===== config.mk =====
export PLATFORM = sky130hd
export DESIGN_NAME = jk_excite_driver_flat
export DESIGN_NICKNAME = d
export VERILOG_FILES = /design/src/rtl/jk_excite_if.sv /design/src/rtl/jk_excite_driver.sv /design/src/flat_wrapper.sv
export SDC_FILE = /design/constraint.sdc
export NUM_CORES = 1
export LEC_CHECK = 0
export BUFFER_PORTS_ARGS = -buffer_cell sky130_fd_sc_hd__buf_2
export CAP_MARGIN = 20
export CORE_ASPECT_RATIO = 1.75
export CORE_MARGIN = 2
export CORE_UTILIZATION = 55
export CTS_CLUSTER_SIZE = 12
export DETAILED_ROUTE_END_ITERATION = 6
export PLACE_DENSITY_LB_ADDON = 0.05
export SKIP_CTS_REPAIR_TIMING = 1
export SYNTH_ARGS = -nofsm -noshare
export SYNTH_HDL_FRONTEND = slang
export SYNTH_SLANG_ARGS = --single-unit

===== constraint.sdc =====
create_clock -name clk -period 2.2 [get_ports clk]
set_input_delay 0.11 -clock clk [delete_from_list [all_inputs] [get_ports clk]]
set_output_delay 0.11 -clock clk [all_outputs]
set_load 0.005 [all_outputs]

===== src/rtl/jk_excite_if.sv =====
// Load handshake, feedback and status bundle for jk_excite_driver.
// The driver connects through the slave modport. The stimulus side,
// which feeds q back from the flop under test, uses the master modport.
interface jk_excite_if #(
    parameter int WIDTH = 8
);
    localparam int CNT_W = $clog2(WIDTH + 1);

    logic             load_valid;
    logic             load_ready;
    logic [WIDTH-1:0] load_data;
    logic             q_fb;
    logic             j;
    logic             k;
    logic             busy;
    logic             done;
    logic             err;
    logic [CNT_W-1:0] err_count;

    modport master (
        output load_valid, load_data, q_fb,
        input  load_ready, j, k, busy, done, err, err_count
    );

    modport slave (
        input  load_valid, load_data, q_fb,
        output load_ready, j, k, busy, done, err, err_count
    );
endinterface


===== src/rtl/jk_excite_driver.sv =====
// J/K excitation driver for characterising a master-slave JK flip-flop.
// The driver serialises a target word LSB-first as per-cycle J/K values.
// It tracks the state the flop is meant to reach and compares the q fed
// back from the flop after FB_LAT cycles. It counts mismatches until the
// count saturates at WIDTH.
module jk_excite_driver #(
    parameter int WIDTH       = 8,
    parameter int FB_LAT      = 2,
    parameter int TOGGLE_MODE = 0
) (
    input logic        clk,
    input logic        rst_n,
    jk_excite_if.slave bus
);
    localparam int CNT_W = $clog2(WIDTH + 1);
    localparam int IDX_W = (WIDTH > 1) ? $clog2(WIDTH) : 1;
    localparam int DRN_W = $clog2(FB_LAT + 1);

    localparam logic [IDX_W-1:0] LAST_IDX = IDX_W'(WIDTH - 1);
    localparam logic [CNT_W-1:0] CNT_MAX  = CNT_W'(WIDTH);
    localparam logic [DRN_W-1:0] DRN_LAST = DRN_W'(FB_LAT);

    typedef enum logic [1:0] {
        IDLE  = 2'd0,
        DRIVE = 2'd1,
        DRAIN = 2'd2
    } state_t;

    state_t            state_q, state_d;
    logic [WIDTH-1:0]  data_q, data_d;
    logic [IDX_W-1:0]  idx_q, idx_d;
    logic              exp_bit_q, exp_bit_d;
    logic [DRN_W-1:0]  drain_cnt_q, drain_cnt_d;
    logic              j_q, j_d;
    logic              k_q, k_d;
    logic              done_q, done_d;
    logic              err_q, err_d;
    logic [CNT_W-1:0]  err_cnt_q, err_cnt_d;
    logic [FB_LAT-1:0] pipe_bit_q, pipe_bit_d;
    logic [FB_LAT-1:0] pipe_vld_q, pipe_vld_d;

    logic push_en;
    logic push_bit;
    logic push_vld;
    logic cur_bit;
    logic chk_en;
    logic mismatch;

    // Next-state, excitation, expected-value pipeline and checking logic
    always_comb begin
        state_d     = state_q;
        data_d      = data_q;
        idx_d       = idx_q;
        exp_bit_d   = exp_bit_q;
        drain_cnt_d = drain_cnt_q;
        j_d         = 1'b0;
        k_d         = 1'b0;
        done_d      = 1'b0;
        err_d       = err_q;
        err_cnt_d   = err_cnt_q;
        pipe_bit_d  = pipe_bit_q;
        pipe_vld_d  = pipe_vld_q;
        push_en     = 1'b0;
        push_bit    = 1'b0;
        push_vld    = 1'b0;

        cur_bit  = data_q[idx_q];
        // The oldest pipeline entry is the bit whose effect q_fb shows now.
        chk_en   = (state_q != IDLE) && pipe_vld_q[FB_LAT-1];
        mismatch = chk_en && (pipe_bit_q[FB_LAT-1] != bus.q_fb);

        if (mismatch) begin
            err_d = 1'b1;
            if (err_cnt_q != CNT_MAX) begin
                err_cnt_d = err_cnt_q + CNT_W'(1);
            end
        end

        case (state_q)
            IDLE: begin
                if (bus.load_valid) begin
                    data_d     = bus.load_data;
                    // Start from the flop's actual state, not the last target.
                    exp_bit_d  = bus.q_fb;
                    err_d      = 1'b0;
                    err_cnt_d  = '0;
                    idx_d      = '0;
                    pipe_vld_d = '0;
                    state_d    = DRIVE;
                end
            end
            DRIVE: begin
                if (cur_bit != exp_bit_q) begin
                    if (TOGGLE_MODE != 0) begin
                        j_d = 1'b1;
                        k_d = 1'b1;
                    end else begin
                        j_d = cur_bit;
                        k_d = ~cur_bit;
                    end
                end
                // The intended state advances even if the flop misbehaves.
                exp_bit_d = cur_bit;
                push_en   = 1'b1;
                push_bit  = cur_bit;
                push_vld  = 1'b1;
                if (idx_q == LAST_IDX) begin
                    idx_d       = '0;
                    drain_cnt_d = '0;
                    state_d     = DRAIN;
                end else begin
                    idx_d = idx_q + IDX_W'(1);
                end
            end
            DRAIN: begin
                push_en = 1'b1;
                if (drain_cnt_q == DRN_LAST) begin
                    done_d  = 1'b1;
                    state_d = IDLE;
                end else begin
                    drain_cnt_d = drain_cnt_q + DRN_W'(1);
                end
            end
            default: begin
                state_d = IDLE;
            end
        endcase

        if (push_en) begin
            pipe_bit_d[0] = push_bit;
            pipe_vld_d[0] = push_vld;
            for (int i = 1; i < FB_LAT; i++) begin
                pipe_bit_d[i] = pipe_bit_q[i-1];
                pipe_vld_d[i] = pipe_vld_q[i-1];
            end
        end
    end

    // Control, excitation and status registers with asynchronous reset
    always_ff @(posedge clk or negedge rst_n) begin
        if (!rst_n) begin
            state_q     <= IDLE;
            idx_q       <= '0;
            exp_bit_q   <= 1'b0;
            drain_cnt_q <= '0;
            j_q         <= 1'b0;
            k_q         <= 1'b0;
            done_q      <= 1'b0;
            err_q       <= 1'b0;
            err_cnt_q   <= '0;
            pipe_bit_q  <= '0;
            pipe_vld_q  <= '0;
        end else begin
            state_q     <= state_d;
            idx_q       <= idx_d;
            exp_bit_q   <= exp_bit_d;
            drain_cnt_q <= drain_cnt_d;
            j_q         <= j_d;
            k_q         <= k_d;
            done_q      <= done_d;
            err_q       <= err_d;
            err_cnt_q   <= err_cnt_d;
            pipe_bit_q  <= pipe_bit_d;
            pipe_vld_q  <= pipe_vld_d;
        end
    end

    // Captured target word: pure data, only meaningful after a transfer
    always_ff @(posedge clk) begin
        data_q <= data_d;
    end

    assign bus.load_ready = (state_q == IDLE);
    assign bus.busy       = (state_q != IDLE);
    assign bus.j          = j_q;
    assign bus.k          = k_q;
    assign bus.done       = done_q;
    assign bus.err        = err_q;
    assign bus.err_count  = err_cnt_q;
endmodule

===== src/flat_wrapper.sv =====
// flat-port wrapper written by rule: the top's interface ports become plain ports
module jk_excite_driver_flat 
#(
    parameter int WIDTH       = 8,
    parameter int FB_LAT      = 2,
    parameter int TOGGLE_MODE = 0
)
  (clk, rst_n, bus_load_valid, bus_load_data, bus_q_fb, bus_load_ready, bus_j, bus_k, bus_busy, bus_done, bus_err, bus_err_count);
  jk_excite_if #(.WIDTH(WIDTH)) bus_i ();
  input logic clk;
  input logic rst_n;
  input wire logic [$bits(bus_i.load_valid)-1:0] bus_load_valid;
  input wire logic [$bits(bus_i.load_data)-1:0] bus_load_data;
  input wire logic [$bits(bus_i.q_fb)-1:0] bus_q_fb;
  output wire logic [$bits(bus_i.load_ready)-1:0] bus_load_ready;
  output wire logic [$bits(bus_i.j)-1:0] bus_j;
  output wire logic [$bits(bus_i.k)-1:0] bus_k;
  output wire logic [$bits(bus_i.busy)-1:0] bus_busy;
  output wire logic [$bits(bus_i.done)-1:0] bus_done;
  output wire logic [$bits(bus_i.err)-1:0] bus_err;
  output wire logic [$bits(bus_i.err_count)-1:0] bus_err_count;
  assign bus_i.load_valid = bus_load_valid;
  assign bus_i.load_data = bus_load_data;
  assign bus_i.q_fb = bus_q_fb;
  assign bus_load_ready = bus_i.load_ready;
  assign bus_j = bus_i.j;
  assign bus_k = bus_i.k;
  assign bus_busy = bus_i.busy;
  assign bus_done = bus_i.done;
  assign bus_err = bus_i.err;
  assign bus_err_count = bus_i.err_count;
  jk_excite_driver #(.WIDTH(WIDTH), .FB_LAT(FB_LAT), .TOGGLE_MODE(TOGGLE_MODE)) u_core (.clk(clk), .rst_n(rst_n), .bus(bus_i));
endmodule

==> flow_metrics.py <==
metrics = {
    "floorplan": {
        "dieArea_um2": 2960,
        "fp.dieH_um": 70.4,
        "start_util_pct": 57.0,
        "coreArea_um2": 2430,
        "io_pins": 22,
        "rows": 24,
        "fp.dieW_um": 42.0,
    },
    "synth": {
        "muxShareOfSynthArea_pct": 7.75,
        "synthXorXnorAreaFrac_pct": 1.89,
        "ys_ff_latch": 28,
        "synth_top_family_by_area": "simple AND/OR/NAND/NOR gates",
        "synthCells": 122,
        "synth_fa_ha_area_share_pct": 9.02,
        "syn_avg_cell_area_um2": 11.4,
        "synth_cell_types": 34,
        "synth_compound_area_share_pct": 11.8,
        "synthesis.nets": 144,
        "ys_seq_area_share_pct": 53.4,
        "synth-simple-area-share_pct": 12.3,
        "synthesis.area_um2": 1390,
        "yosys_warnings": 0,
    },
    "timing": {
        "rsz0062_at_grt": "no",
        "tightestPinTransition_ns": 0.460,
        "finalHoldViolCount": 0,
        "slew-limit-headroom_pct": 69.2,
        "setup_viol": 0,
        "fin_crit_sh_pct": 80.4,
        "fmax_ghz": 0.566,
        "slew_viol_final": 0,
        "fin_skew_ns": 0.00661,
        "period_minus_slack_ns": 1.77,
        "setup_tns_ns": 0,
    },
    "min_path": {
        "holdPathStages": 1,
        "min_to": "u_core.data_q[7]",
        "min_path_type": "in -> reg",
        "min_from": "bus_load_data[7]",
    },
    "power": {
        "p_leak_nw": 0.783,
        "peakVddDrop_v": 0.000680,
        "seqPwrFrac_pct": 39.3,
        "swShare_pct": 36.8,
        "p_per_area_nw_per_um2": 1240,
        "clockPowerShare_pct": 19.7,
        "pwr-share-comb_pct": 41.0,
        "switching_power_mw": 0.746,
        "p_int_mw": 1.28,
    },
    "global_route": {
        "grt_pass1_vias": 973,
        "grt_start_max_net_pins": 21,
        "grt_antenna_before_repair": 0,
        "grt_overflow_total": 0,
        "grt_usage_pct": 19.1,
        "grt_pass1_wl_um": 4310,
    },
    "cts": {
        "clockRootBuffer": "clkbuf_8",
        "insertion_delay_ns": 0.27,
        "cts_buffers": 3,
        "htree_num_levels": 1,
        "clk_pin_slew_ns": 0.09,
        "cts_buffer_depth": 2,
        "cts_tree": "done",
        "cts.sinks": 28,
    },
    "critical_path": {
        "cp_data_arrival_time_ns": 1.94,
        "crit_fanout": 8,
        "cp-start-kind": "register",
        "r2r_setup_slack_ns": 0.43,
        "crit_type": "reg -> reg",
        "cp_data_required_time_ns": 2.37,
        "end_kind": "register",
        "reg2reg_to": "u_core.state_q[0]",
        "worstRegToRegCells": 6,
        "r2r_start": "u_core.state_q[1]",
    },
    "drt": {
        "drt-total-wl_um": 2610,
        "route.detailed.wl_per_inst_um": 14.8,
        "dr.pass1.iters": 4,
        "drtIter0Drc": 16,
        "drtAntennaViolNets": 0,
        "num_vias": 992,
        "drc_errors": 0,
        "viasPerCell": 5.64,
    },
    "final_layout": {
        "fin_nets": 173,
        "synthToLayoutAreaGrowth_pct": 17.3,
        "n_antenna_cell": 0,
        "final_common_cell": "buf_2",
        "drive_gt1_share_pct": 20.7,
        "finalNonFillerCells": 176,
        "layout_common_cells": "buf_2, dfrtp_1, inv_1, nand2_1, ha_1",
    },
    "status": {
        "status": "finished clean",
    },
    "placed_design": {
        "gp_congestion": 0.747,
        "dp_hpwl_um": 1950,
        "port_buffers": 21,
        "dpl.cell_count": 168,
    },
    "run": {
        "drv_cap": 0,
    },
}
## power by group through the flow
stage	sequential (mW)	combinational [mW]	clock, mW
after floorplan	0.771	0.625	0
after global placement	0.798	0.789	0
after detailed placement	0.808	0.819	0
after CTS	0.797	0.831	0.407
after global routing	0.818	0.924	0.426
final	0.797	0.830	0.399
## final cells by class
type | instances | area [um2]
flip-flops and latches | 28 | 741
clock inverters | 1 | 30.0
clock buffers | 3 | 41.3
well taps | 26 | 32.5
multi-input cells | 82 | 593
fillers | 199 | 805
repair buffers | 26 | 153
inverters | 10 | 37.5
## routing by layer
| metal | track usage (%) | wire length (um) |
|---|---|---|
| met2 | 34.2 | 1500 |
| met4 | 10.0 | 58 |
| met1 | 21.2 | 999 |
| met5 | 0 | 0 |
| met3 | 2.33 | 53 |
## sequential cells by signal, indices dropped and copies added, names as in the netlist, 2 cells and up
signal and cells:
u_core.pipe_bit_q 2, u_core.state_q 2, u_core.bus.err_count 4, u_core.idx_q 3, u_core.pipe_vld_q 2, u_core.drain_cnt_q 2, u_core.data_q 8
## synth_stat cells
| master | count | area (um2) |
|---|---|---|
| a22o_1 | 2 | 17.5 |
| a221oi_2 | 1 | 15.0 |
| mux2_4 | 1 | 15.0 |
| a22oi_1 | 1 | 7.51 |
| xor2_1 | 2 | 17.5 |
| o211ai_1 | 1 | 7.51 |
| o31ai_1 | 1 | 7.51 |
| dfrtp_1 | 20 | 500 |
| edfxtp_1 | 8 | 240 |
| and2b_1 | 1 | 7.51 |
| and2_1 | 1 | 6.26 |
| buf_6 | 1 | 11.3 |
| ha_1 | 10 | 125 |
| nand4_1 | 2 | 12.5 |
| nor3_2 | 1 | 10.0 |
| a31oi_1 | 2 | 12.5 |
| inv_1 | 10 | 37.5 |
| a2bb2oi_1 | 1 | 8.76 |
| a211oi_1 | 1 | 7.51 |
| o21ai_0 | 7 | 35.0 |
| a21oi_1 | 4 | 20.0 |
| a32oi_1 | 2 | 17.5 |
| nand3_1 | 2 | 10.0 |
| buf_2 | 1 | 5.00 |
| o21bai_1 | 1 | 7.51 |
| nand2b_1 | 1 | 6.26 |
| nor3_1 | 3 | 15.0 |
| and3_1 | 2 | 12.5 |
| mux2i_1 | 7 | 70.1 |
| nor2_1 | 9 | 33.8 |
| nand2_1 | 10 | 37.5 |
| nor2b_1 | 3 | 18.8 |
| mux2_2 | 2 | 22.5 |
| xnor2_1 | 1 | 8.76 |
## worst max path at each step
stage                     depth (start not counted)         startpoint  slack, ns                       to
after global placement                            6  u_core.state_q[0]       0.53  u_core.bus.err_count[0]
after floorplan                                   4  u_core.state_q[0]       0.38         u_core.data_q[0]
after detailed placement                          6  u_core.state_q[1]       0.45        u_core.state_q[0]
after global routing                              6  u_core.state_q[0]       0.30  u_core.bus.err_count[0]
after CTS                                         6  u_core.state_q[1]       0.44        u_core.state_q[0]
final                                             6  u_core.state_q[1]       0.43        u_core.state_q[0]
## cells by family after synthesis
| kind of cell | Yosys count |
|---|---|
| AND/OR/NAND/NOR | 35 |
| flip-flops | 28 |
| AO/OA/AOI/OAI | 24 |
| buffers and inverters | 12 |
| multiplexers | 10 |
| adder cells (fa/ha/maj) | 10 |
| XOR/XNOR | 3 |
## worst max-delay path: stages (launching register included)
cell	delay, ns
dfrtp_1	0.41
inv_1	0.13
ha_1	0.34
and2b_1	0.25
a21oi_1	0.06
nand2_1	0.13
mux2_2	0.34
## metrics by stage
| step | area, um2 | power (mW) | hold WS (ns) | util (%) | worst slack (ns) |
|---|---|---|---|---|---|
| 6_report | 1630 | 2.03 | 0.0112 | 66.9 | 0.432 |
| 5_1_grt | 1630 | 2.17 | 0.000867 | 66.9 | 0.297 |
| 2_1_floorplan | 1390 | 1.40 | -0.186 | - | 0.384 |
| 3_3_place_gp | 1520 | 1.59 | 0.0785 | 62.3 | 0.531 |
| 3_5_place_dp | 1520 | 1.63 | 0.0856 | 62.3 | 0.451 |
| 4_1_cts | 1590 | 2.04 | -0.223 | 65.3 | 0.436 |
No activity file was read; power rests on OpenSTA's default activity.
